File: src/rtl/kbd_mmio_ctrl_if.sv
// Processor-side data bus plus the Memory port, as seen by the keyboard MMIO controller.
// The master side is the processor and the Memory together; the controller sits between them.
interface kbd_mmio_ctrl_if;
  logic [31:0] addr;
  logic        MemWrite;
  logic [31:0] WD;
  logic        rd_strobe;
  logic [31:0] RD;
  logic [31:0] mem_addr;
  logic        mem_we;
  logic [31:0] mem_wd;
  logic [31:0] mem_rd;

  modport master (
    output addr, MemWrite, WD, rd_strobe, mem_rd,
    input  RD, mem_addr, mem_we, mem_wd
  );

  modport slave (
    input  addr, MemWrite, WD, rd_strobe, mem_rd,
    output RD, mem_addr, mem_we, mem_wd
  );
endinterface

File: src/rtl/kbd_mmio_ctrl.sv
// Address decode and RAM pass-through, with an 8-entry keyboard FIFO and status word
// mapped at the top two data addresses. Keyboard codes arrive on rising edges of 'sample'.
module kbd_mmio_ctrl #(
  parameter logic [31:0] KBD_DATA_ADDR = 32'd16383,
  parameter logic [31:0] KBD_STAT_ADDR = 32'd16382,
  parameter int          FIFO_DEPTH    = 8,
  parameter int          PTR_W         = $clog2(FIFO_DEPTH)
) (
  input  logic                 clk,
  input  logic                 rst,
  kbd_mmio_ctrl_if.slave       bus,
  input  logic                 sample,
  input  logic [7:0]           key_reg,
  output logic                 kbd_irq,
  output logic                 kbd_ovf
);

  localparam int CNT_W = PTR_W + 1;

  logic             s1_q, s2_q, s3_q;
  logic [PTR_W-1:0] wr_ptr_q, wr_ptr_d;
  logic [PTR_W-1:0] rd_ptr_q, rd_ptr_d;
  logic [CNT_W-1:0] count_q, count_d;
  logic             ovf_q, ovf_d;
  logic [7:0]       fifo_q [FIFO_DEPTH];

  logic is_data, is_stat, is_mmio;
  logic empty, full;
  logic push_req, pop, do_push, ovf_set, ovf_clr;
  logic [3:0] count_4;

  assign is_data = (bus.addr == KBD_DATA_ADDR);
  assign is_stat = (bus.addr == KBD_STAT_ADDR);
  assign is_mmio = is_data | is_stat;

  assign bus.mem_addr = bus.addr;
  assign bus.mem_wd   = bus.WD;
  assign bus.mem_we   = bus.MemWrite & ~is_mmio;

  assign empty    = (count_q == '0);
  assign full     = (count_q == CNT_W'(FIFO_DEPTH));
  assign push_req = s2_q & ~s3_q;
  assign pop      = bus.rd_strobe & is_data & ~empty;
  // A full FIFO still accepts a code when an entry leaves on the same edge.
  assign do_push  = push_req & (~full | pop);
  assign ovf_set  = push_req & full & ~pop;
  assign ovf_clr  = bus.MemWrite & is_stat & bus.WD[2];
  assign count_4  = 4'(count_q);

  assign kbd_irq = ~empty;
  assign kbd_ovf = ovf_q;

  always_comb begin
    bus.RD = bus.mem_rd;
    if (is_data) begin
      bus.RD = empty ? 32'b0 : {24'b0, fifo_q[rd_ptr_q]};
    end else if (is_stat) begin
      bus.RD = {20'b0, count_4, 5'b0, ovf_q, full, ~empty};
    end
  end

  always_comb begin
    wr_ptr_d = wr_ptr_q + PTR_W'(do_push);
    rd_ptr_d = rd_ptr_q + PTR_W'(pop);
    count_d  = count_q + CNT_W'(do_push) - CNT_W'(pop);
    ovf_d    = ovf_q;
    if (ovf_set) begin
      ovf_d = 1'b1;
    end else if (ovf_clr) begin
      ovf_d = 1'b0;
    end
  end

  // Synchronizer flops reset high so a strobe idling high never looks like a fresh edge.
  always_ff @(posedge clk or posedge rst) begin
    if (rst) begin
      s1_q     <= 1'b1;
      s2_q     <= 1'b1;
      s3_q     <= 1'b1;
      wr_ptr_q <= '0;
      rd_ptr_q <= '0;
      count_q  <= '0;
      ovf_q    <= 1'b0;
    end else begin
      s1_q     <= sample;
      s2_q     <= s1_q;
      s3_q     <= s2_q;
      wr_ptr_q <= wr_ptr_d;
      rd_ptr_q <= rd_ptr_d;
      count_q  <= count_d;
      ovf_q    <= ovf_d;
    end
  end

  always_ff @(posedge clk) begin
    if (do_push) begin
      fifo_q[wr_ptr_q] <= key_reg;
    end
  end

endmodule

File: src/flat_wrapper.sv
// flat-port wrapper written by rule: the top's interface ports become plain ports
module kbd_mmio_ctrl_flat 
#(
  parameter logic [31:0] KBD_DATA_ADDR = 32'd16383,
  parameter logic [31:0] KBD_STAT_ADDR = 32'd16382,
  parameter int          FIFO_DEPTH    = 8,
  parameter int          PTR_W         = $clog2(FIFO_DEPTH)
)
  (clk, rst, sample, key_reg, kbd_irq, kbd_ovf, bus_addr, bus_MemWrite, bus_WD, bus_rd_strobe, bus_mem_rd, bus_RD, bus_mem_addr, bus_mem_we, bus_mem_wd);
  kbd_mmio_ctrl_if bus_i ();
  input  logic clk;
  input  logic rst;
  input  logic sample;
  input  logic [7:0] key_reg;
  output logic kbd_irq;
  output logic kbd_ovf;
  input wire logic [$bits(bus_i.addr)-1:0] bus_addr;
  input wire logic [$bits(bus_i.MemWrite)-1:0] bus_MemWrite;
  input wire logic [$bits(bus_i.WD)-1:0] bus_WD;
  input wire logic [$bits(bus_i.rd_strobe)-1:0] bus_rd_strobe;
  input wire logic [$bits(bus_i.mem_rd)-1:0] bus_mem_rd;
  output wire logic [$bits(bus_i.RD)-1:0] bus_RD;
  output wire logic [$bits(bus_i.mem_addr)-1:0] bus_mem_addr;
  output wire logic [$bits(bus_i.mem_we)-1:0] bus_mem_we;
  output wire logic [$bits(bus_i.mem_wd)-1:0] bus_mem_wd;
  assign bus_i.addr = bus_addr;
  assign bus_i.MemWrite = bus_MemWrite;
  assign bus_i.WD = bus_WD;
  assign bus_i.rd_strobe = bus_rd_strobe;
  assign bus_i.mem_rd = bus_mem_rd;
  assign bus_RD = bus_i.RD;
  assign bus_mem_addr = bus_i.mem_addr;
  assign bus_mem_we = bus_i.mem_we;
  assign bus_mem_wd = bus_i.mem_wd;
  kbd_mmio_ctrl #(.KBD_DATA_ADDR(KBD_DATA_ADDR), .KBD_STAT_ADDR(KBD_STAT_ADDR), .FIFO_DEPTH(FIFO_DEPTH), .PTR_W(PTR_W)) u_core (.clk(clk), .rst(rst), .bus(bus_i), .sample(sample), .key_reg(key_reg), .kbd_irq(kbd_irq), .kbd_ovf(kbd_ovf));
endmodule
File: config.mk
export PLATFORM = sky130hd
export DESIGN_NAME = kbd_mmio_ctrl_flat
export DESIGN_NICKNAME = d
export VERILOG_FILES = /design/src/rtl/kbd_mmio_ctrl_if.sv /design/src/rtl/kbd_mmio_ctrl.sv /design/src/flat_wrapper.sv
export SDC_FILE = /design/constraint.sdc
export NUM_CORES = 1
export LEC_CHECK = 0
export BUFFER_PORTS_ARGS = -buffer_cell sky130_fd_sc_hd__buf_2
export CORE_MARGIN = 2
export CORE_UTILIZATION = 39
export DETAILED_ROUTE_END_ITERATION = 8
export GPL_ROUTABILITY_DRIVEN = 0
export PLACE_DENSITY = 0.71
export REMOVE_ABC_BUFFERS = 1
export SETUP_SLACK_MARGIN = 0.05
export SLEW_MARGIN = 20
export SYNTH_ARGS = -nofsm -noshare
export SYNTH_HDL_FRONTEND = slang
export SYNTH_SLANG_ARGS = --single-unit
File: constraint.sdc
create_clock -name clk -period 2.55 [get_ports clk]
set_input_delay 0.255 -clock clk [delete_from_list [all_inputs] [get_ports clk]]
set_output_delay 0.255 -clock clk [all_outputs]
set_load 0.02 [all_outputs]
# Word level (Yosys, flattened, before mapping)
# Memories as Yosys holds them, arrays and structs flattened.
# Index checks and enable logic that the tools add are counted.
# word_totals
mem_count	1
latch_bits	0
output_inout_bits	99
romBits	0
inputBits	109
ram_bits	64
ff_bits	14
# op_classes
muxes	7
div	0
add_sub_neg	4
n_reduce_logical	2
shifts	0
n_bitwise	16
magnitude_cmp	0
n_eq_ne	3
mul	0
# mem_list
memory	depth	word_bits	rd	rd_ports_with_merged_regs	wr	line	text
u_core.fifo_q	8	8	1	0	1	kbd_mmio_ctrl.sv:25	logic [7:0] fifo_q [FIFO_DEPTH];
# ops
cell	n
== test 32 x 14 -> 1 bit (second input constant)	2
2-to-1 mux 32 bit	2
bitwise AND 1 bit	9
2-to-1 mux 8 bit	1
adder 3 x 1 -> 3 bit	2
inverter 1 bit	5
adder 4 x 1 -> 4 bit	1
== test 4 bit (second input constant)	1
logical NOT 4 bit	1
2-to-1 mux 1 bit	4
subtractor 4 x 1 -> 4 bit	1
OR 1 bit	2
nonzero test 2 bit	1

# Depth between registers and ports, before layout
# logic_depth
depth_word	7
depth_mapped	10
mapped_depth_nobuf	10

# Least setup slack after synthesis
# OpenSTA, ideal clock, no wires.
# synth_path
kind	register -> register
from	register u_core.count_q[2], in the netlist u_core.count_4[2]
to	register u_core.count_q[2], in the netlist u_core.count_4[2]
arrival_ps	2438
path_stages_with_launch	11
n_path_buf	0
slack_ps	-10
path_cell_list	dfrtp_1 > inv_1 > ha_1 > or3b_2 > and3_1 > and3_1 > mux2_2 > ha_1 > inv_1 > fa_1 > xnor2_1
# synth_between
elab_chain_len	7
# synth_lines
item	line	text
from (decl)	kbd_mmio_ctrl.sv:23	logic [CNT_W-1:0] count_q, count_d;
from (signal assigned)	kbd_mmio_ctrl.sv:90	count_q <= count_d;
logical NOT 4 bit *	kbd_mmio_ctrl.sv:40	assign empty = (count_q == '0);
inverter 1 bit *	--	
via kbd_irq	flat_wrapper.sv:15	output logic kbd_irq;
bitwise AND 1 bit *	kbd_mmio_ctrl.sv:43	assign pop = bus.rd_strobe & is_data & ~empty;
OR 1 bit	kbd_mmio_ctrl.sv:45	assign do_push = push_req & (~full | pop);
bitwise AND 1 bit	kbd_mmio_ctrl.sv:45	
adder 4 x 1 -> 4 bit	kbd_mmio_ctrl.sv:65	count_d = count_q + CNT_W'(do_push) - CNT_W'(pop);
subtractor 4 x 1 -> 4 bit *	kbd_mmio_ctrl.sv:65	
via u_core.count_d[2]	kbd_mmio_ctrl.sv:23	
# The timed path passes the listed nets; every way through them passes the cells marked *.
# A chain may end at the register's enable or synchronous reset.

# Final worst setup path
# layout_path
from	register u_core.rd_ptr_q[0]
to	output bus_RD[1]
# layout_between
elab_chain_len	3
# layout_lines
item	line	text
from (decl)	kbd_mmio_ctrl.sv:22	logic [PTR_W-1:0] rd_ptr_q, rd_ptr_d;
from (signal assigned)	kbd_mmio_ctrl.sv:89	rd_ptr_q <= rd_ptr_d;
memory read (8 x 8 bit)	--	
2-to-1 mux 8 bit	kbd_mmio_ctrl.sv:56	bus.RD = empty ? 32'b0 : {24'b0, fifo_q[rd_ptr_q]};
2-to-1 mux 32 bit	kbd_mmio_ctrl.sv:55	if (is_data) begin
to (decl)	flat_wrapper.sv:22	output wire logic [$bits(bus_i.RD)-1:0] bus_RD;
# No other way between the ends.

==> impl_metrics.json <==
{
  "outcome": "completed",
  "setup_tns_ps": 0,
  "clkPwrFrac_pct": 24.9,
  "switching_share_pct": 29.1,
  "crit_type": "reg -> out",
  "layout_common_cells": "buf_2 (145), edfxtp_1 (64), buf_4 (23), nor2b_1 (22), mux4_2 (16)",
  "worst_slew_pin_slew_ps": 597,
  "seqPwrFrac_pct": 51.5,
  "layout_commonest_cell": "buf_2",
  "fin_crit_ps": 2460,
  "drt-initial-drc-count": 183,
  "cts_root_buf": "clkbuf_8",
  "ys_ff_latch": 78,
  "rows": 37,
  "async_flop_share_pct": 17.9,
  "relSlewSlack_pct": 60.2,
  "drtPass1Iterations": 4,
  "die_h_um": 107,
  "nNetsFinal": 533,
  "grt_usage_pct": 18.5,
  "clock_latency_ps": 350,
  "min_path_type": "in -> reg",
  "synth-edff-count": 64,
  "grt_first_pass_wirelength_um": 15600,
  "crit_slowest_cell": "mux4_2",
  "numCtsBuffers": 9,
  "cp_cell_sequence": "buf_12 -> mux4_2 -> mux2i_2 -> o2bb2ai_1 -> mux2_2 -> buf_2",
  "final-setup-viol-count": 0,
  "hold_viol": 0,
  "power.switching_uw": 910,
  "fmax_mhz": 406,
  "cap_viol_max_count": 0,
  "skew_ps": 9.01,
  "diodes": 0,
  "dieWidth_um": 107,
  "hpwl_um": 8020,
  "fill_cells": 918,
  "rsz0062_at_grt": "true",
  "powerDensity_nw_per_um2": 621,
  "fin_crit_sh_pct": 96.6,
  "comb_power_share_pct": 23.6,
  "drive_above_1_share_pct": 54.2,
  "grt_max_degree": 18,
  "startpoint_type": "register",
  "vias": 2803,
  "arrival_ps": 2210,
  "design_power_total_mw": 3.12,
  "whs_ps": 170,
  "synth.distinct_cells": 45,
  "antenna_found_initial": 0,
  "seq_area_frac_synth_pct": 54.5,
  "detail_route.wl_per_cell_um": 19.6,
  "cts.path.max_buffers": 2,
  "totalWireLength_um": 10900,
  "critical_path.max_stage_delay_ps": 520,
  "cts_tree": "built",
  "initial_core_util_pct": 40.3,
  "slew_violations": 0,
  "cts.sinks": 78,
  "core-area_sq_um": 10400,
  "leakage_nw": 2.04,
  "grt-ovfl-total": 0,
  "io-pin-count": 208,
  "final_core_util_pct": 48.5,
  "ys.flop_type": "edfxtp_1",
  "viasPerCell": 5.05,
  "clk_pin_slew_worst_paths_ps": 70,
  "cts_max_level": 3,
  "syn_avg_cell_area_sq_um": 13.7,
  "endpoint_kind": "output port",
  "synthesis.instances": 304,
  "antenna_left": 0,
  "route.detailed.drc": 0,
  "grt_pass1_vias": 2834,
  "internal_power_mw": 2.21,
  "critPathMaxFanout": 9,
  "ir_drop_v": 0.000237,
  "worstPathRequired_ps": 2300,
  "syn_to_final_growth_pct": 20.3,
  "port-buffer-count": 145,
  "syn_area_sq_um": 4180,
  "die_area_sq_um": 11500,
  "yosys_warnings": 0
}
-- final timing paths --
kind	from	to	slack [ps]	cells past startpoint
min	key_reg[5]	u_core.fifo_q[0][5]$_DFFE_PP_	170	1
min reg2reg	u_core.s1_q$_DFF_PP1_	u_core.s2_q$_DFF_PP1_	360	0
max in group asynchronous	rst	u_core.rd_ptr_q[1]$_DFF_PP0_	1640	3
max	u_core.rd_ptr_q[0]$_DFF_PP0_	bus_RD[1]	90	6
min in group asynchronous	rst	u_core.wr_ptr_q[1]$_DFF_PP0_	500	3
max reg2reg	u_core.count_4[2]$_DFF_PP0_	u_core.count_4[1]$_DFF_PP0_	100	10
-- worst max-delay path, delay by kind of cell (launching register included) --
| family | cells | cell delay (ps) |
|---|---|---|
| AO/OA/AOI/OAI | 1 | 110 |
| buffers and inverters | 2 | 320 |
| flip-flops | 1 | 420 |
| multiplexers | 3 | 1000 |
-- what timing repair did --
action                                  4_1_cts  5_1_grt
pin swaps                                     1        1
resized for setup                             6        8
gates cloned                                  1        1
buffers inserted                              2        3
hold buffers                                  2        0
endpoints found under the hold margin        12        0
endpoints found under the setup margin       11       11
-- cells in the mapped netlist (5+ instances only) --
library cell  count  area (sq um)
nor4_1            5          31.3
inv_1             7          26.3
a21oi_1          10          50.1
edfxtp_1         64          1920
mux2_1            5          56.3
clkbuf_1          5          18.8
nor2b_1          22           138
nor2_1            7          26.3
mux4_2           16           360
ha_1              9           113
buf_4            66           495
mux2i_1           7          70.1
nand2_1           7          26.3
dfrtp_1          11           275
-- per-stage QoR --
stage	worst slack (ps)	area, sq um	std cells
global placement	31.1	4710	530
detailed placement	-19.4	4710	530
CTS	18.3	4950	551
global route	9.02	5020	555
finish	85.8	5020	555
floorplan	-10.1	3630	229
-- metal layers --
layer / routed length, um / global-route usage [%] / up-vias
met5: 0 / 1.43 / -
met4: 187 / 6.96 / 0
met3: 1090 / 7.69 / 16
met2: 5390 / 30.7 / 156
met1: 4200 / 21.3 / 1350
li1: - / - / 1281
-- layout make-up --
cell class | count | area (sq um) | area share [%]
inverters | 7 | 26.3 | 0.523
well taps | 136 | 170 | 3.39
repair buffers | 174 | 1020 | 20.2
clock inverters | 6 | 37.5 | 0.747
flip-flops and latches | 78 | 2280 | 45.4
multi-input cells | 144 | 1370 | 27.2
clock buffers | 10 | 128 | 2.54
-- logic make-up (layout without fill, tap and decap cells) --
kind of cell,Yosys count,after routing,share of synthesized area [%]
xor gates and xnor gates,4,4,0.839
AOI/OAI and AO/OA,26,26,4.17
DFF,78,78,54.5
muxes,32,32,12.7
buffers and inverters,82,197,13.6
adders and majority gates,10,10,3.18
and+or+nand+nor,72,72,11.0
-- power groups by stage --
stage | Sequential (mW) | Combinational, mW | Clock, mW
after global routing | 1.63 | 0.803 | 0.865
after floorplan | 1.62 | 0.345 | 0
after global placement | 1.63 | 0.668 | 0
after CTS | 1.61 | 0.725 | 0.799
final | 1.61 | 0.737 | 0.779
after detailed placement | 1.64 | 0.682 | 0
-- registers in the layout, summed over array words and instances, names as in the netlist --
signal / cells
u_core.wr_ptr_q: 3
u_core.s3_q: 1
u_core.fifo_q: 64
u_core.s2_q: 1
u_core.rd_ptr_q: 3
u_core.kbd_ovf: 1
u_core.s1_q: 1
u_core.count_4: 4
Power figures use the tool's default switching activity.
